<file path="src/rtl/display_pkg.sv">
`default_nettype none
// ============================================================================
//  Module   : display_pkg
//  Purpose  : Shared types and constants for the two-digit 7-segment display.
//  Revision : 1.0  initial release
// ============================================================================
package display_pkg;

    typedef enum logic [1:0] {
        IDLE   = 2'd0,
        LOAD   = 2'd1,
        SHIFT  = 2'd2,
        COMMIT = 2'd3
    } state_t;

    // Segment patterns, bit 0 = a ... bit 6 = g, active high
    localparam logic [6:0] SEG_0     = 7'b0111111;
    localparam logic [6:0] SEG_1     = 7'b0000110;
    localparam logic [6:0] SEG_2     = 7'b1011011;
    localparam logic [6:0] SEG_3     = 7'b1001111;
    localparam logic [6:0] SEG_4     = 7'b1100110;
    localparam logic [6:0] SEG_5     = 7'b1101101;
    localparam logic [6:0] SEG_6     = 7'b1111101;
    localparam logic [6:0] SEG_7     = 7'b0000111;
    localparam logic [6:0] SEG_8     = 7'b1111111;
    localparam logic [6:0] SEG_9     = 7'b1101111;
    localparam logic [6:0] SEG_DASH  = 7'b1000000;
    localparam logic [6:0] SEG_BLANK = 7'b0000000;

    localparam logic [6:0] MAX_DISPLAY = 7'd99;

    // Double-dabble nibble correction; wraps mod 16 by construction
    function automatic logic [3:0] add3(input logic [3:0] nib);
        return (nib >= 4'd5) ? nib + 4'd3 : nib;
    endfunction

endpackage
`default_nettype wire

</file>
<file path="src/rtl/seven_segment_display_seg7_decoder.sv">
`default_nettype none
// ============================================================================
//  Module   : seg7_decoder
//  Purpose  : Combinational BCD nibble to common-cathode segment pattern.
//  Revision : 1.0  initial release
// ============================================================================
module seg7_decoder
    import display_pkg::*;
(
    input  logic [3:0] bcd,
    output logic [6:0] seg
);

    always_comb begin
        seg = SEG_BLANK;
        case (bcd)
            4'd0:    seg = SEG_0;
            4'd1:    seg = SEG_1;
            4'd2:    seg = SEG_2;
            4'd3:    seg = SEG_3;
            4'd4:    seg = SEG_4;
            4'd5:    seg = SEG_5;
            4'd6:    seg = SEG_6;
            4'd7:    seg = SEG_7;
            4'd8:    seg = SEG_8;
            4'd9:    seg = SEG_9;
            default: seg = SEG_BLANK;
        endcase
    end

endmodule
`default_nettype wire

</file>
<file path="src/rtl/seven_segment_display.sv">
`default_nettype none
// ============================================================================
//  Module   : seven_segment_display
//  Purpose  : Binary-to-BCD conversion and two-digit multiplexed segment drive.
//  Revision : 1.0  initial release
// ============================================================================
module seven_segment_display
    import display_pkg::*;
#(
    parameter int REFRESH_PERIOD = 100 - 1,
    parameter int REFRESH_BITS   = 7
)(
    input  logic       clk,
    input  logic       reset,
    input  logic [6:0] count,
    input  logic       load,
    output logic [6:0] segments,
    output logic       digit,
    output logic       busy,
    output logic       overflow,
    output logic [1:0] dbg_state
);

    localparam logic [REFRESH_BITS-1:0] C_REFRESH_LAST = REFRESH_BITS'(REFRESH_PERIOD);
    localparam logic [REFRESH_BITS-1:0] C_REFRESH_ONE  = REFRESH_BITS'(1);

    state_t                  r_state;
    logic [6:0]              r_bin;
    logic [6:0]              r_value;
    logic [7:0]              r_bcd;
    logic [2:0]              r_bit_cnt;
    logic [6:0]              r_pending_val;
    logic                    r_pending;
    logic [3:0]              r_tens;
    logic [3:0]              r_units;
    logic                    r_ovf;
    logic                    r_busy;
    logic [REFRESH_BITS-1:0] r_refresh_cnt;
    logic                    r_digit;

    logic [7:0]              w_bcd_adj;
    logic [3:0]              w_sel_nibble;
    logic [6:0]              w_dec_seg;
    logic                    w_take_pending;

    assign w_bcd_adj = {add3(r_bcd[7:4]), add3(r_bcd[3:0])};

    // A load seen during LOAD/SHIFT is parked; last value wins
    assign w_take_pending = load && ((r_state == LOAD) || (r_state == SHIFT));

    always_ff @(posedge clk) begin
        if (reset) begin
            r_state       <= IDLE;
            r_bin         <= '0;
            r_value       <= '0;
            r_bcd         <= '0;
            r_bit_cnt     <= '0;
            r_pending_val <= '0;
            r_pending     <= 1'b0;
            r_tens        <= '0;
            r_units       <= '0;
            r_ovf         <= 1'b0;
            r_busy        <= 1'b0;
        end else begin
            case (r_state)
                IDLE: begin
                    if (load) begin
                        r_bin   <= count;
                        r_value <= count;
                        r_busy  <= 1'b1;
                        r_state <= LOAD;
                    end
                end
                LOAD: begin
                    r_bcd     <= '0;
                    r_bit_cnt <= 3'd6;
                    r_state   <= SHIFT;
                end
                SHIFT: begin
                    r_bcd <= {w_bcd_adj[6:0], r_bin[6]};
                    r_bin <= {r_bin[5:0], 1'b0};
                    if (r_bit_cnt == 3'd0) begin
                        r_state <= COMMIT;
                    end else begin
                        r_bit_cnt <= r_bit_cnt - 3'd1;
                    end
                end
                COMMIT: begin
                    r_tens  <= r_bcd[7:4];
                    r_units <= r_bcd[3:0];
                    r_ovf   <= (r_value > MAX_DISPLAY);
                    // A load arriving on this very cycle is newer than any parked value
                    if (load || r_pending) begin
                        r_bin     <= load ? count : r_pending_val;
                        r_value   <= load ? count : r_pending_val;
                        r_pending <= 1'b0;
                        r_state   <= LOAD;
                    end else begin
                        r_busy  <= 1'b0;
                        r_state <= IDLE;
                    end
                end
                default: r_state <= IDLE;
            endcase

            if (w_take_pending) begin
                r_pending     <= 1'b1;
                r_pending_val <= count;
            end
        end
    end

    always_ff @(posedge clk) begin
        if (reset) begin
            r_refresh_cnt <= '0;
            r_digit       <= 1'b0;
        end else if (r_refresh_cnt == C_REFRESH_LAST) begin
            r_refresh_cnt <= '0;
            r_digit       <= ~r_digit;
        end else begin
            r_refresh_cnt <= r_refresh_cnt + C_REFRESH_ONE;
        end
    end

    assign w_sel_nibble = r_digit ? r_tens : r_units;

    seg7_decoder u_decoder (
        .bcd (w_sel_nibble),
        .seg (w_dec_seg)
    );

    assign segments  = r_ovf ? SEG_DASH : w_dec_seg;
    assign digit     = r_digit;
    assign busy      = r_busy;
    assign overflow  = r_ovf;
    assign dbg_state = r_state;

endmodule
`default_nettype wire

</file>
<file path="config.mk">
export PLATFORM = sky130hd
export DESIGN_NAME = seven_segment_display
export DESIGN_NICKNAME = d
export VERILOG_FILES = /design/src/rtl/display_pkg.sv /design/src/rtl/seven_segment_display_seg7_decoder.sv /design/src/rtl/seven_segment_display.sv
export SDC_FILE = /design/constraint.sdc
export NUM_CORES = 1
export LEC_CHECK = 0
export ABC_CLOCK_PERIOD_IN_PS = 2700
export CAP_MARGIN = 25
export CORE_MARGIN = 2
export CORE_UTILIZATION = 58
export DETAILED_ROUTE_END_ITERATION = 10
export PLACE_DENSITY_LB_ADDON = 0.1
export SLEW_MARGIN = 20
export SYNTH_ARGS = -nofsm -noshare
export SYNTH_HDL_FRONTEND = slang
export SYNTH_SLANG_ARGS = --single-unit
</file>
<file path="constraint.sdc">
create_clock -name clk -period 2.7 [get_ports clk]
set_input_delay 0.54 -clock clk [delete_from_list [all_inputs] [get_ports clk]]
set_output_delay 0.54 -clock clk [all_outputs]
set_load 0.02 [all_outputs]
</file>
==> summary.txt <==
Run status
  – Outcome: completed

Yosys
  – Register bit total from synthesis: 51
  – Syn nets: 335
  – Post-synth EDFFs: 0
  – Area leader, netlist: dfxtp_1
  – Sequential element share of the synthesized area: 0.371
  – Mapped cell area: 2750 sq um
  – Yosys warning count: 0
  – Post-Synth Simple-Gate Area: 0.180
  – Compound-Gate Fraction of Synth Area: 0.166
  – Adder-cell share of the synthesized area: 0.0773
  – Most frequent cell after synthesis: dfxtp_1
  – Async set-reset flop share out of synthesis: 0
  – Yosys top cell area share: 0.371
  – Post-synth top cells: dfxtp_1 (51), nor2_1 (30), mux2i_1 (26)
  – Mean Syn Cell Area: 8.93 sq um
  – Synth Area in XOR/XNOR: 0.0286
  – Cell variety after synth: 45
  – Main combinational cell family by area after synthesis: simple AND/OR/NAND/NOR gates
  – Ranking of synthesized cells by area: dfxtp_1 (37%), mux2i_1 (9.5%), ha_1 (7.7%), a211oi_1 (4.1%), nor2_1 (4.1%)
  – Multiplexer area fraction after synthesis: 0.112
  – Dominant synthesized flop cell: dfxtp_1
  – Post-Syn Instances: 308

Clock tree
  – Max clock buf depth: 2
  – H-tree Lvls: 2
  – CTS clk-pin slew, worst paths: 0.09 ns
  – Clock buffer count from CTS: 5
  – Clk sinks: 51
  – Root Buffer: clkbuf_8
  – CTS-repair resized insts: 10
  – Clock Latency Late Sink: 0.31 ns
  – CTS tree: done
  – Setup bufs post-CTS: 0
  – Hold-fix buffers, CTS: 0

Route
  – M1 WL: 2.63 mm
  – Via count: 2188
  – Met2 wire len: 2.45 mm
  – DR WL met3: 178 um
  – 1st-pass router iterations: 4
  – Routed wire length: 5.33 mm
  – Final ANT Viol Nets: 0
  – Drt drc: 0
  – DRT iter0 DRCs: 152
  – WL per Instance: 13.8 um
  – Top Metal Used: met4
  – Vias per Instance: 5.68

Power and ir drop
  – Pint: 1.61 mW
  – Leakage: 1.30 nW
  – Clock group share of total power: 0.218
  – Peak supply drop: 0.616 mV
  – Switching Fraction: 0.369
  – Comb pwr share: 0.393
  – Switching Power: 0.939 mW
  – P per Cell Area: 812 nW/um^2
  – Overall power: 2.54 mW
  – Reg power frac: 0.389

Global route
  – Number of global-route vias before repair: 2033
  – Total grt overflow: 0
  – Total global routing track utilization: 0.222
  – Largest net degree at the start of global routing: 23
  – Antenna violations before repair: 0
  – First-pass GRT wire length: 9.40 mm

Finish
  – Diode count: 0
  – Register Area: 1020 sq um
  – Footprint of the multi-input gates: 1560 sq um
  – Filler cells: 397
  – Layout Area Growth over Synthesis: 14.0%
  – Layout cells sized above 1: 0.109
  – Fin nets: 357
  – Final design area excluding fillers: 3140 sq um

Placed design
  – Placer Congestion: 0.808
  – Hpwl dp: 3.76 mm
  – Port buffer count: 21
  – Dpl ws: 0.0571 ns
  – Placement Cell Area: 3020 sq um

Die
  – Chip height: 72.9 um
  – Core area: 4660 sq um
  – Die X: 72.9 um
  – I/O pins: 22
  – FP Rows: 25
  – Initial core utilization: 0.590
  – Die ar.: 5310 sq um

STA
  – Final Cycle Share: 0.962
  – Setup violations, final: 0
  – Final hold violation count: 0
  – RSZ-0062 raised after global routing: no
  – Fin worst setup slack: 0.103 ns
  – Hold Slack: 0.444 ns
  – Max Slew Vio Count: 0
  – Final worst path period need: 2.60 ns
  – Worst rel slew slack: 0.560
  – Setup_tns: 0 ns
  – Peak Freq: 0.385 GHz
  – Clk_skew: 0.00463 ns
  – Slew at the pin with the worst max-slew slack: 0.660 ns

Setup path
  – Reg-to-reg slack, setup: 0.63 ns
  – Worst reg2reg path startpoint: dbg_state[0]$_SDFFE_PP0P_
  – Worst R2R End: r_bin[6]$_SDFFE_PP0P_
  – Crit. Startpoint: digit$_SDFFE_PP0N_
  – Crit path DAT: 2.06 ns
  – Crit end category: output pin
  – Max Fanout on Critical Path: 4
  – Required @ worst endpoint: 2.16 ns
  – Critical path type: flip-flop to output pin
  – CP startpoint kind: flip-flop
  – Worst setup path endpoint: segments[1]
  – Cells on worst reg2reg path: 6

Hold path
  – Min-Delay Path Class: flip-flop to flip-flop

Run
  – Number of max-cap violations: 0
layer usage:
metal	global-route usage	vias to the layer above
li1	-	1118
met1	0.306	1029
met2	0.352	36
met3	0.0470	5
met4	0.0617	0
met5	0	-
per-stage QoR:
stage / util / instances
after floorplan: - / 308
after global placement: 0.648 / 377
after detailed placement: 0.648 / 377
after CTS: 0.673 / 385
after global routing: 0.673 / 385
final: 0.673 / 385
worst min path at each step:
stage	start	slack, ns	depth (start not counted)	to
5_1_grt	r_refresh_cnt[0]$_SDFF_PP0_	0.47	1	r_refresh_cnt[0]$_SDFF_PP0_
6_report	r_refresh_cnt[0]$_SDFF_PP0_	0.44	1	r_refresh_cnt[0]$_SDFF_PP0_
4_1_cts	r_refresh_cnt[0]$_SDFF_PP0_	0.45	1	r_refresh_cnt[0]$_SDFF_PP0_
2_1_floorplan	r_refresh_cnt[0]$_SDFF_PP0_	0.41	1	r_refresh_cnt[0]$_SDFF_PP0_
3_3_place_gp	r_refresh_cnt[0]$_SDFF_PP0_	0.43	1	r_refresh_cnt[0]$_SDFF_PP0_
3_5_place_dp	r_refresh_cnt[0]$_SDFF_PP0_	0.43	1	r_refresh_cnt[0]$_SDFF_PP0_
cell type report:
cell class                 instances  area share
timing repair buffer              34      0.0926
inverter                          20      0.0239
sequential                        51       0.326
multi-input combinational        218       0.498
clock buffer                       6      0.0263
clock inverter                     2      0.0112
tap                               54      0.0215
power by group through the flow:
stage	clock network (mW)	logic [mW]	registers, mW
4_1_cts	0.570	0.999	0.989
3_5_place_dp	0	0.996	1.01
2_1_floorplan	0	0.737	1.00
6_report	0.556	0.999	0.990
5_1_grt	0.597	1.12	1.01
3_3_place_gp	0	0.972	1.00
sequential cells by signal (all words and copies together) (netlist names):
name and count:
r_bcd 8, r_bin 7, r_pending_val 7, r_refresh_cnt 7
r_value 5, r_tens 4, r_units 4, r_bit_cnt 3
dbg_state 2, busy 1, digit 1, overflow 1
r_pending 1
critical path: stages (launching register included):
cell and delay, ns:
dfxtp_2 0.38, mux2_2 0.35, inv_1 0.08, ha_1 0.22, and2b_1 0.16, nand2b_1 0.13, a21oi_1 0.15, clkdlybuf4s15_2 0.28
cells by family (layout without fill, tap and decap cells):
| family | count (synthesis) | after routing |
|---|---|---|
| AND/OR/NAND/NOR | 98 | 98 |
| buffers and inverters | 39 | 62 |
| adder cells (fa/ha/maj) | 17 | 17 |
| flip-flops | 51 | 51 |
| XOR/XNOR | 9 | 9 |
| AO/OA/AOI/OAI | 65 | 65 |
| multiplexers | 29 | 29 |
placed cells by master, fill, tap and decap left out, types with 6 or more instances in the layout:
cell type        instances
nand3_1                 10
xnor2_1                  6
nor2_1                  30
a211oi_1                15
nand2b_1                10
a22o_1                  10
nor2b_1                  9
nand2_1                 17
dfxtp_1                 50
ha_1                    17
clkdlybuf4s50_1         14
buf_4                   13
nor4_1                   7
a21oi_1                 21
clkbuf_8                 6
mux2i_1                 25
inv_1                   20
o21ai_0                  6
No activity file was read; power rests on OpenSTA's default activity.
